===== src/rtl/tick_prescaler.sv =====
// rtl/tick_prescaler.sv - parametrised prescaler counter with limit reload, hold, one-shot and tick accumulator
module tick_prescaler #(
  parameter int unsigned            WIDTH         = 32,
  parameter logic [WIDTH-1:0]       DEFAULT_LIMIT = WIDTH'(4999999),
  parameter int unsigned            TCNT_W        = 16
) (
  input  logic              i_clk,
  input  logic              i_rstn,
  input  logic              i_enable,
  input  logic              i_hold,
  input  logic              i_oneshot,
  input  logic [WIDTH-1:0]  i_limit,
  input  logic              i_limit_wr,
  output logic [WIDTH-1:0]  o_count,
  output logic              o_tick,
  output logic              o_busy,
  output logic              o_done,
  output logic [TCNT_W-1:0] o_tick_count,
  output logic [WIDTH-1:0]  o_limit
);

  // Operating mode is a pure function of the run inputs and the sticky done flag.
  typedef enum logic [1:0] {
    S_IDLE = 2'd0,
    S_RUN  = 2'd1,
    S_HOLD = 2'd2,
    S_DONE = 2'd3
  } mode_t;

  logic [WIDTH-1:0]  count_q,      count_d;
  logic [TCNT_W-1:0] tick_count_q, tick_count_d;
  logic              done_q,       done_d;
  logic [WIDTH-1:0]  active_q,     active_d;
  logic [WIDTH-1:0]  shadow_q,     shadow_d;
  logic              pending_q,    pending_d;

  mode_t mode;
  logic  adv;
  logic  term;
  logic  apply;

  // Terminal also covers count above limit so a stale count can never run away.
  assign term = (count_q >= active_q);
  assign adv  = i_enable & ~i_hold & ~done_q;

  // Decode the current mode; enable low dominates everything else.
  always_comb begin
    mode = S_IDLE;
    if (!i_enable) begin
      mode = S_IDLE;
    end else if (done_q) begin
      mode = S_DONE;
    end else if (i_hold) begin
      mode = S_HOLD;
    end else begin
      mode = S_RUN;
    end
  end

  // Shadow limit only reaches the active limit at a wrap or while idle, never mid-period.
  always_comb begin
    apply     = pending_q & ((adv & term) | ~i_enable);
    shadow_d  = shadow_q;
    active_d  = active_q;
    pending_d = pending_q;
    if (apply) begin
      active_d  = shadow_q;
      pending_d = 1'b0;
    end
    if (i_limit_wr) begin
      shadow_d  = i_limit;
      pending_d = 1'b1;
    end
  end

  // Next-state for count, accumulator and done flag per mode.
  always_comb begin
    count_d      = count_q;
    tick_count_d = tick_count_q;
    done_d       = done_q;
    case (mode)
      S_IDLE: begin
        count_d      = '0;
        tick_count_d = '0;
        done_d       = 1'b0;
      end
      S_RUN: begin
        if (term) begin
          count_d      = '0;
          tick_count_d = tick_count_q + TCNT_W'(1);
          if (i_oneshot) begin
            done_d = 1'b1;
          end
        end else begin
          count_d = count_q + WIDTH'(1);
        end
      end
      S_HOLD: begin
        count_d = count_q;
      end
      S_DONE: begin
        count_d = '0;
      end
      default: begin
        count_d = '0;
      end
    endcase
  end

  // State registers with asynchronous active-low reset; reset discards any pending write.
  always_ff @(posedge i_clk or negedge i_rstn) begin
    if (!i_rstn) begin
      count_q      <= '0;
      tick_count_q <= '0;
      done_q       <= 1'b0;
      active_q     <= DEFAULT_LIMIT;
      shadow_q     <= DEFAULT_LIMIT;
      pending_q    <= 1'b0;
    end else begin
      count_q      <= count_d;
      tick_count_q <= tick_count_d;
      done_q       <= done_d;
      active_q     <= active_d;
      shadow_q     <= shadow_d;
      pending_q    <= pending_d;
    end
  end

  // Combinational outputs are forced low while reset is asserted.
  assign o_tick       = i_rstn & adv & term;
  assign o_busy       = i_rstn & i_enable & ~done_q;
  assign o_count      = count_q;
  assign o_done       = done_q;
  assign o_tick_count = tick_count_q;
  assign o_limit      = active_q;

endmodule


===== config.mk =====
export PLATFORM = sky130hd
export DESIGN_NAME = tick_prescaler
export DESIGN_NICKNAME = d
export VERILOG_FILES = /design/src/rtl/tick_prescaler.sv
export SDC_FILE = /design/constraint.sdc
export NUM_CORES = 1
export LEC_CHECK = 0
export CAP_MARGIN = 40
export CORE_MARGIN = 4
export CORE_UTILIZATION = 30
export DETAILED_ROUTE_END_ITERATION = 12
export GPL_TIMING_DRIVEN = 0
export REMOVE_ABC_BUFFERS = 1
export SLEW_MARGIN = 5
export SYNTH_ARGS = -nofsm -noshare
export SYNTH_HDL_FRONTEND = slang
export SYNTH_SLANG_ARGS = --single-unit

===== constraint.sdc =====
create_clock -name i_clk -period 5.5 [get_ports i_clk]
set_input_delay 1.375 -clock i_clk [delete_from_list [all_inputs] [get_ports i_clk]]
set_output_delay 1.375 -clock i_clk [all_outputs]
set_load 0.005 [all_outputs]

==> Yosys cells after proc, flatten, opt, wreduce, memory -nomap -nowiden <==
Cells that the tools add are included.
{ "op_classes": {"n_addsub": 2, "order_cmp": 1, "n_eq_ne": 5, "n_mux": 12, "bitwise": 12, "n_reduce_logical": 6} }
{ "ops": {"columns": ["cell", "count"], "rows": [
  ["32-bit one-hot mux with 2 select lines", 1],
  ["32-bit by 1-bit adder with 32-bit output (second input constant)", 1],
  ["32-bit greater-or-equal comparator", 1],
  ["32-bit 2-to-1 mux", 1],
  ["16-bit one-hot mux with 2 select lines", 1],
  ["16-bit by 1-bit adder with 16-bit output (second input constant)", 1],
  ["16-bit 2-to-1 mux", 1],
  ["1-bit bitwise AND", 8],
  ["2-bit 2-to-1 mux", 3],
  ["2-bit == test (second input constant)", 2],
  ["1-bit 2-to-1 mux", 4],
  ["2-bit inequality test (second input constant)", 2],
  ["2-bit nonzero test", 2],
  ["1-bit inverter", 3],
  ["3-bit AND reduction", 1],
  ["2-bit by 1-bit == test with 1-bit output (second input constant)", 1],
  ["2-bit logical NOT", 1],
  ["1-bit one-hot mux with 2 select lines", 1],
  ["2-bit AND reduction", 1],
  ["2-bit OR reduction", 1],
  ["1-bit OR", 1]
]} }
{ "word_totals": {"ff_bits": 114, "inputBits": 38, "output_inout_bits": 83, "elab_cells": 44} }

==> Logic depth before layout (Yosys ltp) <==
Gate-level depths: netlist of the first run.
{ "logic_depth": {"word_depth": 8, "ltp_mapped": 11, "ltp_nobuf": 9} }

==> Worst setup path before layout of the first run <==
OpenSTA, ideal clock, no wires.
{ "synth_path": {"path_kind": "flip-flop to output port", "startpoint": "register active_q[14], in the netlist o_limit[14]", "endpoint": "output port o_tick", "arrival_time_ps": 2589, "required_ps": 4125, "slack_ps": 1536, "stages_incl_launch_ff": 11, "path_cell_list": "dfstp_2 -> inv_1 -> ha_1 -> nand4_1 -> nor3_1 -> or4b_1 -> a31oi_1 -> nor2_1 -> clkbuf_1 -> or3_1 -> nor2_1"} }
{ "synth_via": {"elab_chain_cells": 2} }
{ "synth_lines": {"columns": ["item", "line_no", "text"], "rows": [
  ["start: declaration", "33", "logic [WIDTH-1:0] active_q, active_d;"],
  ["start signal: assignment", "123", "active_q <= active_d;"],
  ["32-bit greater-or-equal comparator", "43", "assign term = (count_q >= active_q);"],
  ["1-bit bitwise AND", "130", "assign o_tick = i_rstn & adv & term;"],
  ["end: declaration", "15", "output logic o_tick,"]
]} }
No other way between the ends.

==> Final worst setup path of the first run <==
{ "layout_path": {"startpoint": "register count_q[30], in the netlist o_count[30]", "endpoint": "output port o_tick"} }
{ "layout_via": {"elab_chain_cells": 2} }
{ "layout_lines": {"columns": ["item", "line_no", "text"], "rows": [
  ["start: declaration", "30", "logic [WIDTH-1:0] count_q, count_d;"],
  ["start signal: assignment", "120", "count_q <= count_d;"],
  ["32-bit greater-or-equal comparator", "43", null],
  ["1-bit bitwise AND", "130", null]
]} }
No other way between the ends.

==> results by group, run 1 <==
Route
  • Residual DRC: 0
  • Count of vias placed by the detailed router: between 4000 and 5000
  • Number of optimization iterations in the first detailed-route pass: 4
  • Starting DRC count in detailed routing: about 180
  • Post-Route WL: 14.72 mm
  • ANT nets after route: 0
  • Mean routed wirelength per cell: 15.34 um
  • Vias per cell: a little under 5

Setup path
  • Worst EP arrival: slightly below 4 ns
  • Worst-path fanout max: 11
  • Crit path cell chain: ha_1, nand4_1, nor4_1, nand2_1, a31oi_2, nor2_1, or3_1, nor2_1, clkdlybuf4s50_1
  • Critical Path End Type: output port
  • Most Frequent Cell on Critical Path: sky130_fd_sc_hd__nor2_1
  • Kind of start point of the critical path: flip-flop
  • Delay contributed by the slowest stage of the critical path: about 0.62 ns
  • Start-to-end type of the worst setup path: flip-flop to output port
  • Worst path required time: 4.12 ns
  • Crit-path slowest cell: sky130_fd_sc_hd__nor4_1

GRT
  • Number of global-route vias before repair: approximately 4500
  • Pin count of the biggest net entering global routing: between 60 and 70
  • GRT Util Overall: 0.1370
  • Total congestion overflow after global routing: 0
  • Global-route wire length before repair: 23.90 mm
  • Initial antenna violation count: 0

Clocking
  • TritonCTS clock tree: yes
  • Sinks on the clock net: approximately 110
  • Buffer levels on the longest clock path: 2
  • Root Buffer Master: sky130_fd_sc_hd__clkbuf_16
  • Post-CTS Repair Setup Buffers: 0
  • Clock latency on the worst-skew pair: between 0.4 and 0.5 ns
  • Clock buffers created by TritonCTS: 17
  • Max H-tree Level: 4
  • Clock slew seen by the registers of the worst setup and hold paths: 0.06 ns
  • Cts hold-fix bufs: 0

Timing
  • Clock tree skew after final layout: 0.01093 ns
  • Slew at the pin closest to its max-slew limit: a little over 0.8 ns
  • Number of hold violations in the final report: 0
  • Maximum operating frequency: roughly 190 MHz
  • Max-Slew Margin vs Limit: 0.4575
  • Final setup vio count: 0
  • Max Slew Vio Count: 0
  • Final period utilization: 0.9554
  • RSZ-0062 raised after global routing: false
  • Final Critical Period: roughly 5.3 ns
  • Hold Worst Slack: ~0.5 ns

Synth
  • Fraction of the yosys area taken by sequential cells: 0.4853
  • Cells after synthesis: approximately 560
  • Proportion of register bits with asynchronous set or reset after synthesis: 1.000
  • Total standard cell area after synthesis: between 5000 and 6000 um^2
  • Average size of a mapped cell: approximately 11 um^2
  • Yosys top cell area share: 0.3704
  • Post-synth EDFFs: 0
  • Most numerous cell in the Yosys netlist: sky130_fd_sc_hd__dfrtp_1
  • Cell type with the largest total area after synthesis: sky130_fd_sc_hd__dfrtp_1
  • Distinct cell type count after synthesis: 58
  • Ys flop type: sky130_fd_sc_hd__dfrtp_1
  • Yosys warnings: 0
  • Most used standard cells in the synthesized netlist: 88 x sky130_fd_sc_hd__dfrtp_1, 64 x sky130_fd_sc_hd__mux2_2, 50 x sky130_fd_sc_hd__nand2_1
  • Number of flip-flops and latches in the synthesized netlist: between 100 and 150
  • Synth top area cells: sky130_fd_sc_hd__dfrtp_1 37%, sky130_fd_sc_hd__mux2_2 12%, sky130_fd_sc_hd__dfstp_2 11%

Power
  • Static leakage: 0.003376 uW
  • Pwr dens: 311.4 nW/um^2
  • Maximum vdd ir drop: around 0.00019 V
  • Final Total Pwr: 2528 uW

Flow run
  • Number of max-cap violations: 0

Cells and area
  • Filler-free cell count of the finished design: 960
  • Post-synthesis to final-layout area growth: 36.55%
  • Proportion of layout cells with a drive suffix above 1: 0.2029
  • Total number of nets in the final design: 757
  • Number of diodes: 0

Min path
  • Path class of the lowest-slack min-delay path: flip-flop to flip-flop

Floorplan
  • Number of ports placed on the die boundary: 121
  • Starting utilization of the core area: 0.3055
  • Number of placement rows: 51
  • Core area: 19460 um^2
  • Die Wd: around 150 um
  • Height of the die: 148.8 um
  • Die area: 22140 um^2

Placement
  • Placed Cells: roughly 930
  • Half-perimeter wire length of the detailed placement result: approximately 11 mm
  • I/O Buffers: 120
  • Routability-driven placement congestion ratio: 0.7571

Outcome
  • Outcome: finished clean
metal layers:
layer  track usage  share of wire
met5             0              0
met4       0.03844          0.013
met3       0.04892          0.060
met2        0.2141           0.46
met1        0.1809           0.47
cell families (layout without fill, tap and decap cells):
| group | Yosys count | count (layout) | share of synthesized area |
|---|---|---|---|
| buffers and inverters | 67 | 205 | 0.04630 |
| flip-flops | 114 | 114 | 0.4853 |
| XOR/XNOR | 9 | 9 | 0.01326 |
| AO/OA/AOI/OAI | 94 | 94 | 0.1033 |
| adder cells (fa/ha/maj) | 37 | 37 | 0.07786 |
| multiplexers | 67 | 67 | 0.1263 |
| AND/OR/NAND/NOR | 169 | 169 | 0.1477 |
sequential cells by signal, indices dropped and copies added, names as in the netlist:
signal,count
o_count,32
o_limit,32
shadow_q,32
o_tick_count,16
o_done,1
pending_q,1
critical path: cells and delay by family (launching register included):
kind            cells  cell delay, ns
simple gates        6            1.77
flops               1            0.43
buf+inv             1            0.50
fa+ha+maj           1            0.35
compound gates      1            0.41
cell type report:
type / instances / area, um^2
tap: 265 / 331.6
inverter: 47 / 176.4
fill: 1919 / 11340
clock buffer: 21 / 450.4
clock inverter: 11 / 137.6
multi-input combinational: 376 / 2804
sequential: 114 / 2885
timing repair buffer: 126 / 1334
report_power, final:
part           switching, uW  total [uW]  internal, uW
logic                    167         413           246
registers               60.6        1010           948
clock network            388        1110           719
repair_timing:
action,in CTS,in global routing
pin swaps,0,0
gates resized for setup,1,1
endpoints found under the setup margin,1,1
final timing paths:
| path | from | to | slack, ns | depth (start not counted) |
|---|---|---|---|---|
| min | shadow_q[30] | o_limit[30] | 0.50 | 1 |
| min in group asynchronous | i_rstn | shadow_q[10] | 0.91 | 1 |
| min reg2reg | shadow_q[30] | o_limit[30] | 0.50 | 1 |
| max in group asynchronous | i_rstn | shadow_q[19] | 3.86 | 2 |
| max | o_count[30] | o_tick | 0.25 | 9 |
| max reg2reg | o_count[17] | o_limit[6] | 1.76 | 9 |
per-stage QoR:
stage | setup TNS, ns | instance area, um^2 | setup WS [ns] | util
floorplan | 0 | 5847 | 1.492 | -
global placement | -160.04 | 7380 | -2.791 | 0.3792
detailed placement | 0 | 7520 | 0.3438 | 0.3864
CTS | 0 | 8114 | 0.1308 | 0.4169
global route | 0 | 8119 | 0.009620 | 0.4172
finish | 0 | 8119 | 0.2453 | 0.4172
cells in the final DEF, fill, tap and decap left out, drive strengths merged, types with 8 or more instances in the layout:
cell type and instances:
inv 47, clkbuf 21, nand3 26, mux2 64, a31oi 9, dfstp 26, dfrtp 88, clkdlybuf4s50 118
nand2 50, nor2 26, o21ai 19, nand4 15, ha 37, a21oi 19, buf 8, or3 13
o31ai 10
Note: power is estimated with default switching activity, not from simulation.
==> run 2, diff against run 1 <==
--- a/config.mk
+++ b/config.mk
@@ -11,7 +11,7 @@
 export DETAILED_ROUTE_END_ITERATION = 12
 export GPL_TIMING_DRIVEN = 0
 export REMOVE_ABC_BUFFERS = 1
-export SLEW_MARGIN = 5
+export SETUP_SLACK_MARGIN = 0.4
 export SYNTH_ARGS = -nofsm -noshare
 export SYNTH_HDL_FRONTEND = slang
 export SYNTH_SLANG_ARGS = --single-unit
==> run 2 against run 1 <==
Global-route usage hardly changed. Clock skew is 0.0031 ns lower. Via count is 0.69% higher. Register-to-register slack hardly changed. First-iteration DRC count is 15% higher. Worst hold slack worse by 0.00054 ns. Critical path depth is 1 higher. Final area is 0.77% higher. Clock-buffer cell count stayed put. Total power is 0.18% higher. Die area stayed put. Wire length is 0.66% higher.
==> results by group, run 2 (synthesis results as in run 1) <==
Outcome
  • Outcome: finished clean (unchanged)

Route
  • Residual DRC: 0 (unchanged)
  • Starting DRC count in detailed routing: 205 (was 178)
  • Number of optimization iterations in the first detailed-route pass: 4 (unchanged)
  • ANT nets after route: 0 (unchanged)
  • Vias per cell: 4.825 (was 4.811)
  • Post-Route WL: 14.82 mm (was 14.72 mm)
  • Count of vias placed by the detailed router: 4651 (was 4619)
  • Mean routed wirelength per cell: 15.37 um (was 15.34 um)

Timing
  • Final setup vio count: 0 (unchanged)
  • RSZ-0062 raised after global routing: false (unchanged)
  • Clock tree skew after final layout: 0.007871 ns (was 0.01093 ns)
  • Slew at the pin closest to its max-slew limit: 0.8135 ns (was 0.8076 ns)
  • Max Slew Vio Count: 0 (unchanged)
  • Number of hold violations in the final report: 0 (unchanged)
  • Final period utilization: 0.8876 (was 0.9554)
  • Final setup TNS: 0 ns (unchanged)
  • Hold Worst Slack: 0.4992 ns (was 0.4998 ns)
  • Maximum operating frequency: 204.9 MHz (was 190.3 MHz)
  • Max-Slew Margin vs Limit: 0.4535 (was 0.4575)
  • Final Critical Period: 4.882 ns (was 5.255 ns)

GRT
  • Initial antenna violation count: 0 (unchanged)
  • GRT Util Overall: 0.1370 (about the same)
  • Number of global-route vias before repair: 4471 (was 4463)
  • Pin count of the biggest net entering global routing: 68 (unchanged)
  • Total congestion overflow after global routing: 0 (unchanged)
  • Global-route wire length before repair: 23.90 mm (unchanged)

Cells and area
  • Post-route standard cell area excluding fillers: 8182 um^2 (was 8119 um^2)
  • Post-synthesis to final-layout area growth: 37.61% (was 36.55%)
  • Area occupied by multi-input gates: 2836 um^2 (was 2804 um^2)
  • Post-route core utilization: 0.4204 (was 0.4172)
  • Area taken by flip-flops and latches: 2885 um^2 (unchanged)
  • Proportion of layout cells with a drive suffix above 1: 0.2117 (was 0.2029)
  • Number of diodes: 0 (unchanged)
  • Count of filler cells inserted in the layout: 1913 (was 1919)
  • Total number of nets in the final design: 761 (was 757)
  • Most frequent standard cell in the layout excluding fill and tap cells: sky130_fd_sc_hd__clkdlybuf4s50_1 (unchanged)
  • Most frequent cells in the layout: 118 x sky130_fd_sc_hd__clkdlybuf4s50_1, 88 x sky130_fd_sc_hd__dfrtp_1, 64 x sky130_fd_sc_hd__mux2_2, 50 x sky130_fd_sc_hd__nand2_1, 47 x sky130_fd_sc_hd__inv_1 (unchanged)

Floorplan
  • Height of the die: 148.8 um (unchanged)
  • Number of placement rows: 51 (unchanged)
  • Number of ports placed on the die boundary: 121 (unchanged)
  • Die Wd: 148.8 um (unchanged)
  • Core area: 19460 um^2 (unchanged)
  • Die area: 22140 um^2 (unchanged)
  • Starting utilization of the core area: 0.3055 (unchanged)

Power
  • Internal: 1914 uW (was 1913 uW)
  • Total net switching power: 618.4 uW (was 615.4 uW)
  • Static leakage: 0.003407 uW (was 0.003376 uW)
  • Net switching fraction of the power: 0.2442 (was 0.2434)
  • Pwr dens: 309.6 nW/um^2 (was 311.4 nW/um^2)
  • Relative contribution of the clock network to total power: 0.436 (was 0.438)
  • Final Total Pwr: 2533 uW (was 2528 uW)
  • Maximum vdd ir drop: 0.0001899 V (was 0.0001900 V)
  • Sequential share of power: 0.398 (was 0.399)
  • Combinational group share of total power: 0.165 (was 0.163)

Min path
  • Endpoint, Worst Hold: o_limit[30] (unchanged)
  • Path class of the lowest-slack min-delay path: flip-flop to flip-flop (unchanged)
  • Hold Path Cell Cnt: 1 (unchanged)
  • Startpoint of the worst hold path: shadow_q[30] (unchanged)

Setup path
  • Kind of start point of the critical path: flip-flop (unchanged)
  • Critical Path End Type: output port (unchanged)
  • Start-to-end type of the worst setup path: flip-flop to output port (unchanged)
  • Worst path required time: 4.12 ns (about the same)
  • Reg2reg path depth: 11 (was 9)
  • Terminus of the critical flop-to-flop path: o_count[6] (was o_limit[6])
  • Launch point of the worst reg-to-reg path: o_count[0] (was o_count[17])
  • Worst EP arrival: 3.51 ns (was 3.88 ns)
  • Worst-path fanout max: 5 (was 11)
  • Worst-case register-to-register setup slack: 1.77 ns (was 1.76 ns)

Placement
  • Area after detailed placement: 7520 um^2 (unchanged)
  • Half-perimeter wire length of the detailed placement result: 10.77 mm (unchanged)
  • I/O Buffers: 120 (unchanged)
  • Routability-driven placement congestion ratio: 0.7571 (unchanged)

Clocking
  • Clock buffers created by TritonCTS: 17 (unchanged)
  • TritonCTS clock tree: yes (unchanged)
  • Max H-tree Level: 4 (unchanged)
  • Buffer levels on the longest clock path: 2 (unchanged)
  • Clock latency on the worst-skew pair: 0.41 ns (was 0.42 ns)
  • Root Buffer Master: sky130_fd_sc_hd__clkbuf_16 (unchanged)
  • Clock slew seen by the registers of the worst setup and hold paths: 0.06 ns (about the same)
  • Cts hold-fix bufs: 0 (unchanged)
  • Sinks on the clock net: 114 (unchanged)

Flow run
  • Number of max-cap violations: 0 (unchanged)
==> run 2: power groups by stage <==
| stage | sequential [uW] | clock (uW) | combinational, uW |
|---|---|---|---|
| 3_3_place_gp | 1030 | 0 | 402 |
| 4_1_cts | 1010 | 1140 | 426 |
| 6_report | 1010 | 1110 | 418 |
| 3_5_place_dp | 1020 | 0 | 422 |
| 2_1_floorplan | 1010 | 0 | 183 |
| 5_1_grt | 1020 | 1180 | 467 |
==> run 2: routing by layer <==
layer / global-route usage / vias to the layer above / part of all wire
met1: 0.1801 / 2259 / 0.46
met2: 0.2148 / 116 / 0.46
li1: - / 2258 / -
met5: 0 / - / 0
met4: 0.03844 / 0 / 0.014
met3: 0.04892 / 18 / 0.062
==> run 2: layout make-up <==
type | instances | share of cell area
multi-input cells | 376 | 0.3467
repair buffers | 130 | 0.1667
inverters | 47 | 0.02156
clock buffers | 21 | 0.05505
well taps | 265 | 0.04053
clock inverters | 11 | 0.01682
flip-flops and latches | 114 | 0.3527
==> run 2: critical path, cell delays in order, from the launching register on <==
cell and delay, ns:
sky130_fd_sc_hd__dfstp_2 0.53, sky130_fd_sc_hd__inv_1 0.04, sky130_fd_sc_hd__ha_1 0.31, sky130_fd_sc_hd__nand4_1 0.18, sky130_fd_sc_hd__nor3_4 0.20, sky130_fd_sc_hd__or4b_4 0.51, sky130_fd_sc_hd__a31oi_4 0.31, sky130_fd_sc_hd__nor2_4 0.09
sky130_fd_sc_hd__or3_1 0.33, sky130_fd_sc_hd__nor2_1 0.09, sky130_fd_sc_hd__clkdlybuf4s50_1 0.50
==> run 2: how the worst max path moves through the flow <==
| stage | endpoint | slack (ns) | cells after the start | startpoint |
|---|---|---|---|---|
| 2_1_floorplan | o_tick | 1.49 | 9 | o_limit[14] |
| 3_3_place_gp | o_tick | -2.79 | 4 | i_rstn |
| 3_5_place_dp | o_tick | 0.34 | 10 | o_limit[14] |
| 4_1_cts | o_tick | 0.40 | 10 | o_limit[14] |
| 5_1_grt | o_tick | 0.41 | 10 | o_limit[14] |
| 6_report | o_tick | 0.62 | 10 | o_limit[14] |
==> run 2: timing repair <==
item,4_1_cts,5_1_grt
buffers inserted,0,4
endpoints found under the setup margin,1,1
resized for setup,5,3
pin swaps,0,4
gates cloned,0,0
==> run 2: per-stage QoR <==
step | setup WS, ns | cells
global route | 0.4132 | 964
finish | 0.6185 | 964
global placement | -2.791 | 922
detailed placement | 0.3438 | 928
CTS | 0.4028 | 960
floorplan | 1.492 | 537
==> RTL edit, RTL diff (settings of run 1) <==
Register the outputs `o_tick` and `o_busy`, with the module's reset; this adds one clock of latency there. The other outputs are not delayed to match.
--- a/src/rtl/tick_prescaler.sv
+++ b/src/rtl/tick_prescaler.sv
@@ -128,6 +128,13 @@
 
   // Combinational outputs are forced low while reset is asserted.
-  assign o_tick       = i_rstn & adv & term;
-  assign o_busy       = i_rstn & i_enable & ~done_q;
+  always_ff @(posedge i_clk or negedge i_rstn) begin
+    if (!i_rstn) begin
+      o_tick <= '0;
+      o_busy <= '0;
+    end else begin
+      o_tick <= i_rstn & adv & term;
+      o_busy <= i_rstn & i_enable & ~done_q;
+    end
+  end
   assign o_count      = count_q;
   assign o_done       = done_q;
Formal check against the unedited RTL: not equivalent (Yosys sat finds a counterexample within 4 cycles, from zero or initial values and one cycle with i_rstn low).
==> RTL edit against run 1 <==
  * Design area is 0.79% higher
  * Setup slack improved by 1.3 ns
  * Total power is 2.3% higher
  * Die area is 0.79% higher
  * Critical path type is now reg -> reg
  * Synthesized area up 0.84%
  * Highest routed layer unchanged
  * Sequential cell count grew 2
  * Routed wire length increased by 0.22%
==> RTL edit: results (changes against run 1) <==
----------------------------------------------------
[Outcome]
  Result of the run ... complete, no violations

[Timing]
  Final Skew ... 0.00748 ns (-0.00344 ns)
  Max-Slew Margin vs Limit ... 44.8% (-0.93 points)

[Routing]
  Mean number of vias per cell ... 4.77 (-0.77%)
  Detailed Routing Iterations Pass 1 ... 4 (unchanged)
  Routed WL ... 14800 um (+0.22%)
  Starting DRT DRC Count ... 175 (-1.7%)
  Drt wl/cell ... 15.3 um (about the same)

[Global routing]
  Largest net degree at the start of global routing ... 70 (+2.9%)
  Via count of the first global-routing pass ... 4633 (+3.8%)
  Total GRT Usage ... 14.0% (+0.29 points)
  Wire length of the first global-routing pass ... 24700 um (+3.3%)
  Antenna violations before repair ... 0 (unchanged)

[Layout]
  Share of final-layout standard cells stronger than drive strength 1 ... 20.1% (-0.20 points)
  Net total in the final layout ... 759 (+0.26%)
  Number of antenna cells inserted ... 0 (unchanged)

[Min path]
  Worst hold stages ... 1 (unchanged)
  Worst hold start ... shadow_q[6]$_DFFE_PN0P_
  Type of the worst min-delay path ... reg -> reg

[Clocking]
  Clock root cell ... clkbuf_16
  Worst-path clk slew ... 0.05 ns
  Cells resized by post-CTS repair ... 0 (-1)
  Longest Clk Path Bufs ... 2 (unchanged)
  TritonCTS buffer count ... 17 (unchanged)
  Post-CTS Setup Bufs ... 0 (unchanged)
  Later-pin clock latency in the skew report ... 0.41 ns
  Htree depth ... 4 (unchanged)

[Placed design]
  Placed cells ... 930 (+0.22%)
  I/O Buffers ... 120 (unchanged)
  Gpl congestion ... 0.778 (+2.7%)
  Detailed placement HPWL ... 10700 um (-0.81%)

[Yosys]
  Top cell types by occurrence after synthesis ... dfrtp_1, mux2_2, nand2_1
  Number of synthesis warnings ... 0 (unchanged)
  Number of unique standard cell types used by synthesis ... 58 (unchanged)
  Cells after synthesis ... 559 (+0.36%)
  Dominant register cell in the synthesized netlist ... dfrtp_1
  Most area-consuming cells after synthesis ... dfrtp_1, mux2_2, dfstp_2, ha_1, nand2_1
  Sequential cell area fraction in the yosys report ... 49.0% (+0.43 points)
  Proportion of synthesized flip-flops having asynchronous set or reset ... 100% (unchanged)

[Critical path]
  Data arrival time of the critical path ... 4.29 ns (+0.41 ns)
  Critical Setup Path Class ... reg -> reg
  Beginning of the worst register-to-register path ... o_count[29]$_DFFE_PN0P_
  Critical-path maximum fanout ... 19 (+8)
  Logic depth of the worst register-to-register path ... 10 (+1)

[Power and ir drop]
  Leak ... 3.42 nW (+1.3%)
  Fraction of power spent switching nets ... 24.0% (-0.36 points)
  Highest ir drop seen on vdd ... 0.000201 V (+6.0%)

----------------------------------------------------
-- RTL edit: cell types whose count changed after synthesis --
cell / change
dfrtp_1: +2
-- RTL edit: through the flow --
step | hold slack [ns] | setup WS (ns) | power (mW) | area, um2 | setup TNS [ns]
floorplan | 0.477 | 1.84 | 1.21 | 5900 | 0
global placement | 0.488 | -1.76 | 1.44 | 7430 | -165.06
detailed placement | 0.492 | 1.08 | 1.46 | 7570 | 0
CTS | 0.505 | 1.45 | 2.63 | 8180 | 0
global route | 0.520 | 1.27 | 2.72 | 8180 | 0
finish | 0.501 | 1.51 | 2.59 | 8180 | 0
-- RTL edit: worst paths after layout --
path	slack [ns]	end
max	1.51	o_limit[17]$_DFFE_PN0P_
min	0.50	o_limit[6]$_DFFE_PN0P_
max reg2reg	1.51	o_limit[17]$_DFFE_PN0P_
min reg2reg	0.50	o_limit[6]$_DFFE_PN0P_
max in group asynchronous	3.86	shadow_q[19]$_DFFE_PN1P_
min in group asynchronous	0.90	o_tick_count[3]$_DFFE_PN0P_
-- RTL edit: kinds of logic (layout without fill, tap and decap cells) --
kind of cell               after synthesis  in the layout  share of synthesized area (%)
buffers and inverters                   67            205                           4.59
and+or+nand+nor                        169            169                           14.6
DFF                                    116            116                           49.0
AOI/OAI and AO/OA                       94             94                           10.2
adders and majority gates               37             37                           7.72
muxes                                   67             67                           12.5
xor gates and xnor gates                 9              9                           1.31
-- RTL edit: final cells by class --
class | instances | area (um2)
well taps | 265 | 332
clock buffers | 23 | 488
fillers | 1875 | 11400
inverters | 47 | 176
clock inverters | 9 | 125
flip-flops and latches | 116 | 2940
multi-input cells | 376 | 2790
repair buffers | 126 | 1330
-- RTL edit: critical path, stage by stage (launching register included) --
cell	delay [ns]
dfrtp_1	0.45
ha_1	0.33
nand4_1	0.18
nor4_1	0.68
nand2_1	0.21
a31oi_1	0.59
nor2_1	0.31
buf_6	0.23
a21o_2	0.37
buf_16	0.23
mux2_2	0.27
-- RTL edit: power groups by stage --
stage                     Sequential (mW)  Combinational [mW]  Clock, mW
after floorplan                      1.03               0.183          0
after global placement               1.04               0.402          0
after detailed placement             1.04               0.420          0
after CTS                            1.03               0.423       1.18
after global routing                 1.04               0.460       1.22
final                                1.02               0.412       1.15
-- RTL edit: routing by layer --
layer / wire, um / global-route usage, % / up-vias
met5: 0 / 0 / -
met4: 130 / 3.43 / 0
met3: 848 / 4.77 / 12
met2: 6870 / 21.8 / 95
met1: 6900 / 18.8 / 2221
li1: - / - / 2265
